**config.mk**
```make
export PLATFORM = sky130hd
export DESIGN_NAME = toggle_monitor
export DESIGN_NICKNAME = d
export VERILOG_FILES = /design/src/rtl/toggle_monitor_pkg.sv /design/src/rtl/toggle_monitor_edge_sync_detect.sv /design/src/rtl/toggle_monitor.sv
export SDC_FILE = /design/constraint.sdc
export NUM_CORES = 1
export LEC_CHECK = 0
export CORE_MARGIN = 2
export CORE_UTILIZATION = 45
export CTS_CLUSTER_SIZE = 20
export DETAILED_ROUTE_END_ITERATION = 10
export PLACE_DENSITY = 0.72
export SETUP_SLACK_MARGIN = 0.05
export SLEW_MARGIN = 20
export SYNTH_ARGS = -nofsm -noshare
export SYNTH_HDL_FRONTEND = slang
export SYNTH_SLANG_ARGS = --single-unit
```
**constraint.sdc**
```tcl
create_clock -name clk_i -period 2.1 [get_ports clk_i]
set_input_delay 0.42 -clock clk_i [delete_from_list [all_inputs] [get_ports clk_i]]
set_output_delay 0.42 -clock clk_i [all_outputs]
set_load 0.01 [all_outputs]
```
**src/rtl/toggle_monitor_pkg.sv**
```systemverilog
// Shared types and widths for the toggle_monitor receive-side checker.
package toggle_monitor_pkg;

  typedef enum logic [1:0] {
    IDLE  = 2'd0,
    FIRST = 2'd1,
    TRACK = 2'd2,
    LOCK  = 2'd3
  } state_t;

  localparam int unsigned ERR_CNT_W    = 16;
  localparam int unsigned TOGGLE_CNT_W = 32;

  function automatic logic [ERR_CNT_W-1:0] sat_inc(input logic [ERR_CNT_W-1:0] v);
    return (v == '1) ? v : v + 1'b1;
  endfunction

endpackage

```
**src/rtl/toggle_monitor_edge_sync_detect.sv**
```systemverilog
// Two-flop synchronizer for an asynchronous line plus a history flop;
// edge_o flags either polarity of change on the synchronized level.
module edge_sync_detect (
  input  logic clk_i,
  input  logic srst_i,
  input  logic sig_i,
  output logic edge_o,
  output logic level_o
);

  logic sync1, sync2, prev;

  always_ff @(posedge clk_i) begin
    if (srst_i) begin
      sync1 <= 1'b0;
      sync2 <= 1'b0;
      prev  <= 1'b0;
    end else begin
      sync1 <= sig_i;
      sync2 <= sync1;
      prev  <= sync2;
    end
  end

  assign edge_o  = sync2 ^ prev;
  assign level_o = sync2;

endmodule

```
**src/rtl/toggle_monitor.sv**
```systemverilog
// Receive-side checker for the LED blinker: counts edges on an async line,
// measures edge spacing against 2**CNT_WIDTH +/- TOL and reports lock/error.
module toggle_monitor
  import toggle_monitor_pkg::*;
#(
  parameter int unsigned CNT_WIDTH  = 16,
  parameter int unsigned TOL        = 2,
  parameter int unsigned LOCK_COUNT = 4,
  parameter int unsigned PER_WIDTH  = 32
) (
  input  logic                    clk_i,
  input  logic                    srst_i,
  input  logic                    en_i,
  input  logic                    clr_i,
  input  logic                    sig_i,
  output logic [TOGGLE_CNT_W-1:0] toggle_cnt_o,
  output logic [PER_WIDTH-1:0]    last_period_o,
  output logic                    period_vld_o,
  output logic                    locked_o,
  output logic                    err_o,
  output logic [ERR_CNT_W-1:0]    err_cnt_o
);

  localparam int unsigned EXP  = 1 << CNT_WIDTH;
  localparam int unsigned GR_W = $clog2(LOCK_COUNT + 1);
  localparam logic [PER_WIDTH-1:0] PER_HI  = PER_WIDTH'(EXP + TOL);
  localparam logic [PER_WIDTH-1:0] PER_LO  = PER_WIDTH'(EXP - TOL);
  localparam logic [GR_W-1:0]      GR_LOCK = GR_W'(LOCK_COUNT);

  state_t               state_q;
  logic [PER_WIDTH-1:0] per_cnt_q;
  logic [GR_W-1:0]      good_run_q;
  logic [GR_W-1:0]      gr_inc;
  logic                 edge_s, level_unused;
  logic                 running, check, in_tol, timeout, err_evt;

  edge_sync_detect u_sync (
    .clk_i   (clk_i),
    .srst_i  (srst_i),
    .sig_i   (sig_i),
    .edge_o  (edge_s),
    .level_o (level_unused)
  );

  // per_cnt == 0 outside IDLE means a timeout discarded the reference edge,
  // so the next edge only re-arms the measurement.
  assign running = en_i && (state_q != IDLE);
  assign check   = running && edge_s && (per_cnt_q != '0);
  assign in_tol  = (per_cnt_q >= PER_LO) && (per_cnt_q <= PER_HI);
  assign timeout = running && !edge_s && (per_cnt_q == PER_HI);
  assign err_evt = (check && !in_tol) || timeout;
  assign gr_inc  = good_run_q + GR_W'(1);

  always_ff @(posedge clk_i) begin
    if (srst_i) begin
      state_q       <= IDLE;
      per_cnt_q     <= '0;
      good_run_q    <= '0;
      toggle_cnt_o  <= '0;
      last_period_o <= '0;
      period_vld_o  <= 1'b0;
      locked_o      <= 1'b0;
      err_o         <= 1'b0;
      err_cnt_o     <= '0;
    end else begin
      period_vld_o <= check;
      if (check) last_period_o <= per_cnt_q;

      if (clr_i)                toggle_cnt_o <= '0;
      else if (en_i && edge_s)  toggle_cnt_o <= toggle_cnt_o + 1'b1;

      if (err_evt) begin
        err_o     <= 1'b1;
        err_cnt_o <= clr_i ? ERR_CNT_W'(1) : sat_inc(err_cnt_o);
      end else if (clr_i) begin
        err_o     <= 1'b0;
        err_cnt_o <= '0;
      end

      // An edge landing on the timeout threshold is handled before the timeout.
      if (!en_i) begin
        state_q    <= IDLE;
        per_cnt_q  <= '0;
        good_run_q <= '0;
        locked_o   <= 1'b0;
      end else if (edge_s) begin
        per_cnt_q <= PER_WIDTH'(1);
        if (!check) begin
          state_q    <= FIRST;
          good_run_q <= '0;
          locked_o   <= 1'b0;
        end else if (!in_tol) begin
          state_q    <= TRACK;
          good_run_q <= '0;
          locked_o   <= 1'b0;
        end else if ((state_q == LOCK) || (gr_inc == GR_LOCK)) begin
          state_q    <= LOCK;
          good_run_q <= GR_LOCK;
          locked_o   <= 1'b1;
        end else begin
          state_q    <= TRACK;
          good_run_q <= gr_inc;
          locked_o   <= 1'b0;
        end
      end else if (timeout) begin
        state_q    <= FIRST;
        per_cnt_q  <= '0;
        good_run_q <= '0;
        locked_o   <= 1'b0;
      end else if (running && (per_cnt_q != '0)) begin
        per_cnt_q <= per_cnt_q + 1'b1;
      end
    end
  end

endmodule
```
==> reports/metrics.yaml, run 1 <==
yosys:
  synth_nets: 687
  ys_seq_area_share_pct: 44.44
  yosysWarningCount: 0
  netlist_area_um2: 5540
  ys.flop_type: "dfxtp_1"
  synth_top_area_share_pct: 44.44
  syn_avg_cell_area_um2: 8.208
  synth_edf_count: 0
  async_flop_share_pct: 0
  synth-seq-cells: 123
  synthTopCellsByArea: "dfxtp_1, nand2_1, xnor2_1"
  synthCells: 675
  synth_cell_type_count: 53
  yosys.area.top_type: "dfxtp_1"
clocking:
  clock_path_buffers: 2
  clkTransAtPathRegs_ns: 0.06
  root_buffer: "clkbuf_16"
  cts_tree: "built"
  numCtsBuffers: 17
  h-tree-depth: 4
  clk_latency_ns: 0.42
  holdBufCountCts: 0
  tritoncts_num_sinks: 123
timing:
  timing.fmax_mhz: 469.7
  setup_ws_ns: -0.02886
  period_share_pct: 101.4
  relSlewSlack_pct: 66.14
  worst-slew-pin-transition_ns: 0.5026
  skew_ns: 0.009006
  setup_viol: 26
  slew_viol_final: 0
  hold_violations: 0
  rsz0062_at_grt: "true"
  min_period_ns: 2.129
floorplan:
  ios: 88
  die_h_um: 115.0
  core_um2: 12010
  die_w_um: 115.0
  fp.dieArea_um2: 13220
  rows: 40
  initial_core_util_pct: 46.13
power_and_ir_drop:
  power_leakage_nw: 3.117
  power-per-cell-area_nw_per_um2: 650.3
  peakVddDrop_uv: 545.3
  p_total_mw: 5.497
critical_path:
  crit_path_start_kind: "register"
  r2r_slack_ns: -0.03
  arrival_ns: 2.43
  required_ns: 2.40
  regToRegStartpoint: "per_cnt_q[13]"
  end_kind: "register"
  path_class: "reg -> reg"
  crit_fanout: 15
  startpoint: "per_cnt_q[13]"
hold_path:
  min_from: "last_period_o[17]"
  hp-class: "reg -> reg"
detailed_routing:
  wl_met2_um: 8312
  detail-route-antenna-nets: 0
  drt_pre_antenna_iters: 5
  drt-total-wl_um: 16310
  top_layer: "met4"
  wl_per_cell_um: 16.27
  vias: 5535
  met1Wirelength_um: 6840
  via_per_inst: 5.524
  met3_length_um: 772
  drt_drc_violations_left: 0
  drt_iter0_markers: 359
run:
  maxCapViolations: 0
layout:
  final_core_utilization_pct: 70.38
  final_cells: 1002
  antenna_cells: 0
  fin_nets: 854
  drive_gt1_share_pct: 24.68
  synthToLayoutAreaGrowth_pct: 52.57
  layout_common_cells: "nand2_1, dfxtp_1, clkdlybuf4s50_1"
  final_common_cell: "nand2_1"
global_route:
  antenna_found_initial: 0
  grt_pass1_wl_um: 24180
  track_usage_pct: 22.87
  grt_pass1_vias: 5183
  overflow: 0
  grt_start_max_net_pins: 32
run_status:
  violations: "setup timing"
  status: "complete, but fails checks"
placement:
  port_buffers: 87
  place_inst: 959
  dp.final_hpwl_um: 10170
  gp_congestion: 0.9090
  preCtsSetupSlack_ns: -0.3416
[timing repair]
item | 4_1_cts | 5_1_grt
pin swaps | 9 | 30
setup endpoints to repair | 80 | 88
resized for setup | 22 | 78
cloned | 1 | 3
buffers inserted | 3 | 4
[power breakdown]
part | internal (mW) | switching (mW)
clock | 1.99 | 1.01
combinational | 0.0641 | 0.0938
sequential | 2.33 | 0.00273
total | 4.39 | 1.11
[cell families (layout without fill, tap and decap cells)]
| family | count (synthesis) | in the layout | synth area share, % |
|---|---|---|---|
| flip-flops | 123 | 123 | 44.44 |
| AND/OR/NAND/NOR | 335 | 335 | 29.77 |
| AO/OA/AOI/OAI | 96 | 96 | 10.48 |
| adder cells (fa/ha/maj) | 7 | 7 | 1.581 |
| multiplexers | 5 | 5 | 0.9034 |
| XOR/XNOR | 55 | 55 | 8.695 |
| buffers and inverters | 54 | 234 | 4.133 |
[synth_stat cells (2+ instances only)]
cell      number
a21oi_1       52
a31o_1         4
a31oi_1        2
and2_1         6
and3_1        18
and4_1         6
buf_2          9
buf_6          2
clkbuf_1      27
dfxtp_1      123
ha_1           7
inv_1         15
mux2i_1        5
nand2_1      110
nand2b_1       6
nand3_1       27
nand4_1       16
nor2_1        73
nor2b_1        3
nor3_1        23
nor4_1        19
nor4b_1        2
o21ai_0       21
o311a_1        2
o31ai_1        3
or2_2          2
or3_1         13
xnor2_1       37
xor2_1        18
[worst max-delay path: stages, from the launching register on]
cell and delay, ns:
dfxtp_4 0.35, nor4_4 0.33, nand4_4 0.15, or4_4 0.56, a31oi_4 0.20, buf_12 0.16
nand4_1 0.12, mux2i_1 0.14
[final timing paths]
kind,to,depth (start not counted)
worst max-delay path,err_cnt_o[3],7
worst min-delay path,last_period_o[17],2
worst max register to register,err_cnt_o[3],7
worst min register to register,last_period_o[17],2
[flip-flops by register name, indices dropped and copies added, names as in the netlist, 2 cells and up]
signal         cells
err_cnt_o         16
per_cnt_q         32
last_period_o     32
state_q            2
toggle_cnt_o      32
good_run_q         3
[cell type report]
class	count	area [µm²]
fillers	905	3558
multi-input cells	498	3323
flip-flops and latches	123	2492
repair buffers	187	1778
clock buffers	26	539.3
well taps	147	183.9
clock inverters	6	80.08
inverters	15	56.30
[per-stage QoR]
| stage | setup TNS, ns | hold WS (ns) | instance area [µm²] |
|---|---|---|---|
| after CTS | -0.08509 | 0.4548 | 8001 |
| final | -0.3666 | 0.4532 | 8453 |
| after global routing | -3.496 | 0.4748 | 8453 |
| after global placement | -6.437 | 0.4468 | 7216 |
| after detailed placement | -8.972 | 0.4474 | 7216 |
| after floorplan | -0.05234 | 0.4138 | 5623 |
[metal layers]
layer	GRT usage [%]	vias up
li1	-	2663
met1	27.64	2658
met2	39.29	179
met3	5.588	35
met4	8.916	0
met5	0	-
Power figures use the tool's default switching activity.
==> run 2: changes to the inputs <==
- CORE_ASPECT_RATIO: unset -> 0.75
==> reports/metrics.yaml, run 2 (synthesis gave the netlist of run 1 again) <==
floorplan:
  core_um2: 12130
  die_w_um: 132.1
  rows: 35
  initial_core_util_pct: 45.67
  die_h_um: 100.1
  ios: 88
  fp.dieArea_um2: 13220
clocking:
  clock_path_buffers: 2
  tritoncts_num_sinks: 123
  clkTransAtPathRegs_ns: 0.06
  numCtsBuffers: 17
  clk_latency_ns: 0.42
  holdBufCountCts: 0
  cts_tree: "built"
  h-tree-depth: 4
  root_buffer: "clkbuf_16"
timing:
  setup_viol: 80
  hold_violations: 0
  skew_ns: 0.009826
  relSlewSlack_pct: 57.87
  min_period_ns: 2.287
  fin_setup_tns_ns: -6.403
  rsz0062_at_grt: "true"
  worst-slew-pin-transition_ns: 0.6253
  setup_ws_ns: -0.1871
  period_share_pct: 108.9
  timing.fmax_mhz: 437.2
  slew_viol_final: 0
detailed_routing:
  drt_iter0_markers: 499
  vias: 5617
  wl_per_cell_um: 17.02
  drt-total-wl_um: 17310
  via_per_inst: 5.523
  drt_drc_violations_left: 0
  detail-route-antenna-nets: 0
  drt_pre_antenna_iters: 5
power_and_ir_drop:
  switchingPower_mw: 1.098
  internal-power_mw: 4.340
  seqPwrFrac_pct: 43.0
  clkPwrFrac_pct: 54.2
  p_total_mw: 5.438
  p_sw_share_pct: 20.18
  peakVddDrop_uv: 672.2
  power-per-cell-area_nw_per_um2: 626.4
  comb_power_share_pct: 2.9
  power_leakage_nw: 3.257
placement:
  dp.final_hpwl_um: 10610
  preCtsSetupSlack_ns: -0.3289
  port_buffers: 87
  place_inst: 970
  gp_congestion: 0.8983
hold_path:
  holdPathStages: 1
  hp-class: "reg -> reg"
global_route:
  overflow: 0
  grt_start_max_net_pins: 26
  grt_pass1_vias: 5131
  grt_pass1_wl_um: 25050
  track_usage_pct: 23.52
  antenna_found_initial: 0
layout:
  drive_gt1_share_pct: 29.85
  top_regs: "last_period_o (32), per_cnt_q (32), toggle_cnt_o (32)"
  fin_nets: 852
  layout_common_cells: "dfxtp_1, clkdlybuf4s50_1, buf_4"
  final_cells: 1017
  final_common_cell: "dfxtp_1"
  regArea_um2: 2492
  synthToLayoutAreaGrowth_pct: 56.68
  multi_input_area_um2: 3472
  fill_cells: 824
  antenna_cells: 0
critical_path:
  path_common_cell: "buf_6"
  crit_path_max_incr_delay_ns: 0.35
  path_class: "reg -> reg"
  crit_fanout: 8
  path_buf_inv: 4
  cp_num_cells: 10
  crit_path_start_kind: "register"
  slowest_stage: "nor4_2"
  worstPathCellList: "nor4_2 -> nand4_1 -> buf_6 -> buf_6 -> nor3_4 -> buf_4 -> buf_6 -> and4bb_2 -> xnor2_2 -> nor2_1"
  rr_worst_depth: 10
  arrival_ns: 2.59
  end_kind: "register"
  path_delay_family: "simple AND/OR/NAND/NOR gates"
  required_ns: 2.41
run_status:
  status: "complete, but fails checks"
  violations: "setup timing"
run:
  maxCapViolations: 0
-- run 2: cell types whose count changed in the layout (fill, tap and decap cells not counted), moves of 4 or more --
cell	previous run	this run
nand2_1	110	60
nand2_4	0	32
a21oi_2	2	24
a21oi_1	49	28
nand2_2	0	18
nor2_1	59	72
buf_4	81	73
nor2_2	8	0
clkbuf_8	8	3
nor2_4	6	1
nor3_4	8	3
xnor2_1	31	36
xnor2_2	6	1
nor4_4	9	5
-- run 2: what timing repair did --
| action | in CTS | in global routing |
|---|---|---|
| resized for setup | 17 | 157 |
| buffers inserted | 5 | 4 |
| endpoints found under the setup margin | 82 | 90 |
| pin swaps | 5 | 73 |
| cloned | 1 | 7 |
-- run 2: final cells by class --
type	instances	share of cell area, %
Sequential cell	123	28.71
Clock inverter	7	1.326
Multi-Input combinational cell	498	40.00
Inverter	15	0.6486
Tap cell	166	2.393
Clock buffer	23	5.506
Timing Repair Buffer	185	21.42
-- run 2: path summary, 6_finish.rpt --
| check | to | start | slack (ns) |
|---|---|---|---|
| worst min-delay path | u_sync.level_o | u_sync.sync1 | 0.46 |
| worst min register to register | u_sync.level_o | u_sync.sync1 | 0.46 |
| worst max-delay path | per_cnt_q[25] | per_cnt_q[20] | -0.19 |
| worst max register to register | per_cnt_q[25] | per_cnt_q[20] | -0.19 |
-- run 2: worst reg2reg max path, stage by stage, from the launching register on --
cell      delay, ns
dfxtp_1        0.33
nor4_2         0.36
nand4_1        0.27
buf_6          0.22
buf_6          0.12
nor3_4         0.17
buf_4          0.14
buf_6          0.11
and4bb_2       0.26
xnor2_2        0.16
nor2_1         0.06
-- run 2: metal layers --
| metal | vias to the layer above | share of wire, % | GRT usage [%] |
|---|---|---|---|
| met4 | 0 | 1.8 | 7.943 |
| li1 | 2667 | - | - |
| met2 | 239 | 46 | 36.90 |
| met3 | 33 | 7.8 | 6.768 |
| met5 | - | 0 | 0 |
| met1 | 2678 | 45 | 31.34 |
-- run 2: power by group through the flow --
| stage | Clock, mW | Combinational (mW) | Sequential, mW |
|---|---|---|---|
| 2_1_floorplan | 0 | 0.0598 | 2.39 |
| 3_3_place_gp | 0 | 0.111 | 2.39 |
| 3_5_place_dp | 0 | 0.114 | 2.39 |
| 4_1_cts | 2.97 | 0.128 | 2.34 |
| 5_1_grt | 3.09 | 0.165 | 2.34 |
| 6_report | 2.94 | 0.155 | 2.34 |
-- run 2: per-stage QoR --
stage / hold slack [ns] / instance area (µm²) / util (%)
after floorplan: 0.4138 / 5623 / -
final: 0.4571 / 8681 / 71.56
after detailed placement: 0.4477 / 7167 / 59.08
after global routing: 0.4780 / 8681 / 71.56
after global placement: 0.4267 / 7167 / 59.08
after CTS: 0.4550 / 7940 / 65.46
